$ cat src/rtl/ddr_rd_burst_gen.sv
// Strided DDR read burst generator: splits rows into AXI read sub-bursts.
// Define DDR_RD_4K_SPLIT_EN to also keep sub-bursts inside 4 KiB pages.
module ddr_rd_burst_gen #(
  parameter int ADDR_W          = 32,
  parameter int BURST_W         = 16,
  parameter int DATA_W          = 256,
  parameter int BYTES_PER_BEAT  = 32,
  parameter int MAX_LEN         = 16,
  parameter int MAX_OUTSTANDING = 4
) (
  input  logic              clk,
  input  logic              rst,
  input  logic              start,
  output logic              done,
  input  logic [ADDR_W-1:0] st_addr,
  input  logic [BURST_W-1:0] burst,
  input  logic [ADDR_W-1:0] step,
  input  logic [BURST_W-1:0] burst_num,
  output logic              ar_valid,
  input  logic              ar_ready,
  output logic [ADDR_W-1:0] ar_addr,
  output logic [7:0]        ar_len,
  input  logic              r_valid,
  output logic              r_ready,
  input  logic [DATA_W-1:0] r_data,
  input  logic              r_last,
  output logic              buf_valid,
  input  logic              buf_ready,
  output logic [DATA_W-1:0] buf_data
);

  localparam int SH = $clog2(BYTES_PER_BEAT);
  localparam int OW = $clog2(MAX_OUTSTANDING + 1);
  localparam int TW = 2 * BURST_W;

  typedef enum logic [1:0] {
    IDLE,
    ISSUE,
    DRAIN
  } state_t;

  state_t             r_state;
  logic [BURST_W-1:0] r_burst;
  logic [BURST_W-1:0] r_num;
  logic [BURST_W-1:0] r_row_cnt;
  logic [BURST_W-1:0] r_row_rem;
  logic [ADDR_W-1:0]  r_step;
  logic [ADDR_W-1:0]  r_row_addr;
  logic [TW-1:0]      r_total;
  logic [TW-1:0]      r_recv;
  logic [OW-1:0]      r_out;

  logic               w_acc;
  logic               w_beat;
  logic               w_cmp;
  logic [OW-1:0]      w_out_nxt;
  logic               w_can_issue;
  logic [8:0]         w_len1;
  logic [BURST_W-1:0] w_rem_after;
  logic               w_row_end;
  logic               w_last;
  logic [ADDR_W-1:0]  w_nxt_row;
  logic [ADDR_W-1:0]  w_nxt_addr;
  logic [BURST_W-1:0] w_nxt_rem;
  logic [ADDR_W-1:0]  w_req_addr;
  logic [BURST_W-1:0] w_req_rem;
  logic [31:0]        w_n;
  logic [7:0]         w_len;

  assign buf_valid = r_valid;
  assign buf_data  = r_data;
  assign r_ready   = buf_ready;

  always_comb begin
    w_acc       = ar_valid & ar_ready;
    // Beats arriving while idle (e.g. after an abort) are not counted.
    w_beat      = r_valid & buf_ready & (r_state != IDLE);
    w_cmp       = w_beat & r_last & (r_out != '0);
    w_out_nxt   = r_out + OW'(w_acc) - OW'(w_cmp);
    w_can_issue = w_out_nxt < OW'(MAX_OUTSTANDING);
    w_len1      = {1'b0, ar_len} + 9'd1;
    w_rem_after = r_row_rem - BURST_W'(w_len1);
    w_row_end   = (w_rem_after == '0);
    w_last      = w_row_end && (r_row_cnt == r_num - BURST_W'(1));
    w_nxt_row   = r_row_addr + r_step;
    w_nxt_addr  = w_row_end ? w_nxt_row
                            : ar_addr + (ADDR_W'(w_len1) << SH);
    w_nxt_rem   = w_row_end ? r_burst : w_rem_after;
    w_req_addr  = (r_state == IDLE) ? st_addr : w_nxt_addr;
    w_req_rem   = (r_state == IDLE) ? burst : w_nxt_rem;
    w_n         = 32'(w_req_rem);
    if (w_n > 32'(MAX_LEN)) w_n = 32'(MAX_LEN);
`ifdef DDR_RD_4K_SPLIT_EN
    begin
      logic [31:0] room;
      room = (32'd4096 - {20'd0, w_req_addr[11:0]}) >> SH;
      if (room == 32'd0) room = 32'd1;
      if (w_n > room) w_n = room;
    end
`endif
    w_len = 8'(w_n - 32'd1);
  end

  always_ff @(posedge clk) begin
    if (rst) begin
      r_state    <= IDLE;
      done       <= 1'b1;
      ar_valid   <= 1'b0;
      ar_addr    <= '0;
      ar_len     <= '0;
      r_burst    <= '0;
      r_num      <= '0;
      r_row_cnt  <= '0;
      r_row_rem  <= '0;
      r_step     <= '0;
      r_row_addr <= '0;
      r_total    <= '0;
      r_recv     <= '0;
      r_out      <= '0;
    end else begin
      r_out <= w_out_nxt;
      if (w_beat) r_recv <= r_recv + TW'(1);
      case (r_state)
        IDLE: begin
          if (start) begin
            r_burst <= burst;
            r_num   <= burst_num;
            r_step  <= step;
            if (burst != '0 && burst_num != '0) begin
              r_state    <= ISSUE;
              done       <= 1'b0;
              r_row_addr <= st_addr;
              r_row_cnt  <= '0;
              r_row_rem  <= burst;
              r_recv     <= '0;
              r_total    <= TW'(burst) * TW'(burst_num);
              ar_addr    <= st_addr;
              ar_len     <= w_len;
              ar_valid   <= w_can_issue;
            end
          end
        end
        ISSUE: begin
          if (w_acc && w_last) begin
            r_state  <= DRAIN;
            ar_valid <= 1'b0;
          end else begin
            if (w_acc) begin
              ar_addr   <= w_nxt_addr;
              ar_len    <= w_len;
              r_row_rem <= w_nxt_rem;
              if (w_row_end) begin
                r_row_cnt  <= r_row_cnt + BURST_W'(1);
                r_row_addr <= w_nxt_row;
              end
            end
            ar_valid <= w_can_issue;
          end
        end
        DRAIN: begin
          if (r_out == '0 && r_recv == r_total) begin
            r_state <= IDLE;
            done    <= 1'b1;
          end
        end
        default: r_state <= IDLE;
      endcase
    end
  end

endmodule

$ cat config.mk
export PLATFORM = sky130hd
export DESIGN_NAME = ddr_rd_burst_gen
export DESIGN_NICKNAME = d
export VERILOG_FILES = /design/src/rtl/ddr_rd_burst_gen.sv
export SDC_FILE = /design/constraint.sdc
export NUM_CORES = 1
export LEC_CHECK = 0
export ABC_CLOCK_PERIOD_IN_PS = 22500
export CORE_ASPECT_RATIO = 0.75
export CORE_UTILIZATION = 30
export CTS_CLUSTER_DIAMETER = 100
export DETAILED_ROUTE_END_ITERATION = 7
export GPL_ROUTABILITY_DRIVEN = 0
export PLACE_DENSITY = 0.62
export SYNTH_ARGS = -nofsm -noshare
export SYNTH_HDL_FRONTEND = slang
export SYNTH_SLANG_ARGS = --single-unit
$ cat constraint.sdc
create_clock -name clk -period 22.5 [get_ports clk]
set_clock_uncertainty 0.05 [all_clocks]
set_input_delay 4.5 -clock clk [delete_from_list [all_inputs] [get_ports clk]]
set_output_delay 4.5 -clock clk [all_outputs]
set_load 0.01 [all_outputs]
==> impl_metrics.sql <==
INSERT INTO impl_metrics (metric_group, metric, value, unit) VALUES
('status', 'result_of_the_run', 'complete, no violations', ''),
('clock_tree', 'tritoncts', 'yes', ''),
('detailed_routing', 'drt_iter0_drc', '1828', ''),
('critical_path', 'worst_path_max_delay_cell', 'sky130_fd_sc_hd__clkdlybuf4s50_1', ''),
('yosys', 'yosysWarnings', '0', ''),
('global_route', 'grt_start_max_net_pins', '84', ''),
('yosys', 'post_synth_inst_count', '3075', ''),
('power_and_ir_drop', 'power.static_leakage', '10.9', 'nW'),
('sta', 'max_slew_margin', '21.6', '%'),
('critical_path', 'critical-path-max-stage-delay', '850', 'ps'),
('layout', 'instances_no_fill', '3936', ''),
('layout', 'multi_input_comb_area', '0.0161', 'mm²'),
('clock_tree', 'clk_pin_slew_worst_paths', '60', 'ps'),
('yosys', 'synth-async-reset-ratio', '0', '%'),
('detailed_routing', 'drc_errors', '0', ''),
('critical_path', 'crit_path_start_kind', 'input pin', ''),
('critical_path', 'cp.arrival', '11990', 'ps'),
('detailed_routing', 'post_drt_wl_per_cell', '18.7', 'µm'),
('yosys', 'synth-compound-area-share', '14.0', '%'),
('critical_path', 'worst_path_dominant_cell_family', 'adder cells', ''),
('layout', 'ff_latch_area', '0.00478', 'mm²'),
('yosys', 'muxShareOfSynthArea', '0.589', '%'),
('floorplan', 'dieArea', '0.0826', 'mm²'),
('worst_hold_path', 'worst_hold_path_type', 'register to register', ''),
('floorplan', 'floorplan.core_area', '0.0805', 'mm²'),
('global_route', 'grt_antenna_before_repair', '6', ''),
('critical_path', 'worstSetupEndpointType', 'register', ''),
('global_route', 'first_pass_grt_wire_length', '114', 'mm'),
('placement', 'dp_cells', '3880', ''),
('global_route', 'number_of_global_route_vias_before_repair', '18700', ''),
('clock_tree', 'h-tree-depth', '1', ''),
('sta', 'timing.setup.tns', '0', 'ps'),
('detailed_routing', 'drt_pass1_iterations', '5', ''),
('clock_tree', 'cts-hold-fix-buffers', '0', ''),
('placement', 'portBuffers', '146', ''),
('floorplan', 'fp.dieW', '332', 'µm'),
('clock_tree', 'clock_path_buffers', '3', ''),
('layout', 'layout.core_utilization', '32.2', '%'),
('yosys', 'yosys_most_used_dff', 'sky130_fd_sc_hd__dfxtp_1', ''),
('critical_path', 'crit_path_frequent_cell', 'sky130_fd_sc_hd__fa_1', ''),
('layout', 'antenna_cells', '0', ''),
('yosys', 'synth_enable_flop_cells', '0', ''),
('yosys', 'synth_area', '0.0244', 'mm²'),
('clock_tree', 'clock_sink_count', '239', ''),
('detailed_routing', 'dr_total_vias', '20100', ''),
('sta', 'finalWorstPathRequiredPeriod', '11520', 'ps'),
('clock_tree', 'cts_inserted_buffers', '31', ''),
('placement', 'dp_hpwl', '55.6', 'mm'),
('clock_tree', 'cts.repair.resized', '0', ''),
('critical_path', 'cp_data_required_time', '22970', 'ps'),
('flow_run', 'maxCapViolations', '0', ''),
('yosys', 'synth_adder_area_share', '24.4', '%'),
('yosys', 'synth_cell_type_count', '81', ''),
('layout', 'syn2layout_area_growth', '6.02', '%'),
('detailed_routing', 'detail-route-antenna-nets', '0', ''),
('yosys', 'synthesis.nets', '3792', ''),
('layout', 'final.fill_count', '8393', ''),
('clock_tree', 'cts_root_buf', 'sky130_fd_sc_hd__clkbuf_16', ''),
('layout', 'layout.nets', '3572', ''),
('detailed_routing', 'wirelength', '73.5', 'mm'),
('yosys', 'synth_simple_gate_area_share', '20.4', '%'),
('placement', 'placed_cell_area', '0.0248', 'mm²'),
('layout', 'final_area', '0.0259', 'mm²'),
('clock_tree', 'post_cts.repair.setup_buffers', '0', ''),
('floorplan', 'row_count', '90', ''),
('floorplan', 'initial_core_util', '30.3', '%'),
('sta', 'finalWorstSetupSlack', '10980', 'ps'),
('sta', 'rsz_0062_raised_after_global_routing', 'no', ''),
('clock_tree', 'clock_latency', '580', 'ps'),
('sta', 'slew_viol_final', '0', ''),
('yosys', 'ys_seq_elements', '239', '');
## area by class of cell
class                           count  share of cell area [%]
Clock buffer                       40                    3.40
Clock inverter                     16                   0.898
Sequential cell                   239                    18.5
Timing Repair Buffer              170                    6.34
Tap cell                         1058                    5.11
Inverter                          259                    3.75
Multi-Input combinational cell   2154                    62.0
## per-layer routing
layer / global-route usage (%) / share of wire, % / vias to the layer above / routed length [µm]
met5: 2.30 / 0.39 / - / 290
met4: 1.97 / 1.1 / 16 / 825
met3: 6.18 / 11 / 71 / 8240
met2: 22.9 / 38 / 917 / 28100
met1: 26.9 / 49 / 9568 / 36100
li1: - / - / 9489 / -
## Yosys cell counts (22+ instances only)
master / count / area, µm²
sky130_fd_sc_hd__o211ai_1: 31 / 233
sky130_fd_sc_hd__nand2_1: 496 / 1860
sky130_fd_sc_hd__ha_1: 160 / 2000
sky130_fd_sc_hd__buf_4: 263 / 1970
sky130_fd_sc_hd__nor4_1: 25 / 156
sky130_fd_sc_hd__fa_1: 198 / 3960
sky130_fd_sc_hd__clkbuf_1: 131 / 492
sky130_fd_sc_hd__xor2_1: 78 / 683
sky130_fd_sc_hd__o21ai_0: 81 / 405
sky130_fd_sc_hd__a21oi_1: 214 / 1070
sky130_fd_sc_hd__dfxtp_1: 239 / 4780
sky130_fd_sc_hd__nor3_1: 36 / 180
sky130_fd_sc_hd__nor2_1: 166 / 623
sky130_fd_sc_hd__and3_1: 22 / 138
sky130_fd_sc_hd__a211oi_1: 36 / 270
sky130_fd_sc_hd__nand3_1: 54 / 270
sky130_fd_sc_hd__xnor2_1: 92 / 806
sky130_fd_sc_hd__and2_1: 130 / 813
sky130_fd_sc_hd__inv_1: 259 / 972
sky130_fd_sc_hd__nand4_1: 31 / 194
sky130_fd_sc_hd__a31oi_1: 35 / 219
## per-stage QoR
step | hold slack, ps | total power [mW]
detailed placement | 398 | 2.39
finish | 404 | 2.96
global route | 419 | 3.25
CTS | 407 | 2.97
floorplan | 382 | 1.96
global placement | 393 | 2.41
## path summary, 6_finish.rpt
check	start	endpoint	slack [ps]	depth (start not counted)
worst max-delay path	burst[11]	r_total[28]	10980	23
worst min-delay path	r_row_addr[27]	r_row_addr[27]	400	2
worst max register to register	ar_len[4]	r_row_addr[24]	16740	17
worst min register to register	r_row_addr[27]	r_row_addr[27]	400	2
## report_power, final
| group | switching [mW] | internal, mW |
|---|---|---|
| registers | 0.0354 | 0.466 |
| clock network | 0.210 | 0.334 |
| logic | 1.11 | 0.803 |
| total | 1.36 | 1.60 |
## sequential cells by signal, indices dropped and copies added (netlist names), 2 cells and up
signal	count
r_row_rem	16
r_out	3
r_total	32
ar_len	8
r_num	16
r_step	32
r_row_cnt	16
r_row_addr	32
r_burst	16
r_state	2
ar_addr	32
r_recv	32
## tightest hold or removal path, stage by stage (launching register included)
cell and delay (ps):
sky130_fd_sc_hd__dfxtp_1 310, sky130_fd_sc_hd__nand2_1 50, sky130_fd_sc_hd__a21oi_1 50
## cell families after synthesis
| logic type | after synthesis |
|---|---|
| AND/OR/NAND/NOR | 1062 |
| buffers and inverters | 682 |
| AO/OA/AOI/OAI | 549 |
| adder cells (fa/ha/maj) | 358 |
| flip-flops | 239 |
| XOR/XNOR | 171 |
| multiplexers | 14 |
## layout by cell type, fill, tap and decap left out, drive strengths merged, types with 35 or more instances in the layout
master,instances
o21ai,102
a21oi,214
inv,263
ha,160
fa,198
a31oi,35
nand2,497
nor2,166
clkbuf,40
xor2,78
and2,131
dfxtp,239
xnor2,92
clkdlybuf4s50,145
nand3,55
a211oi,36
nor3,36
No activity file was read; power rests on OpenSTA's default activity.
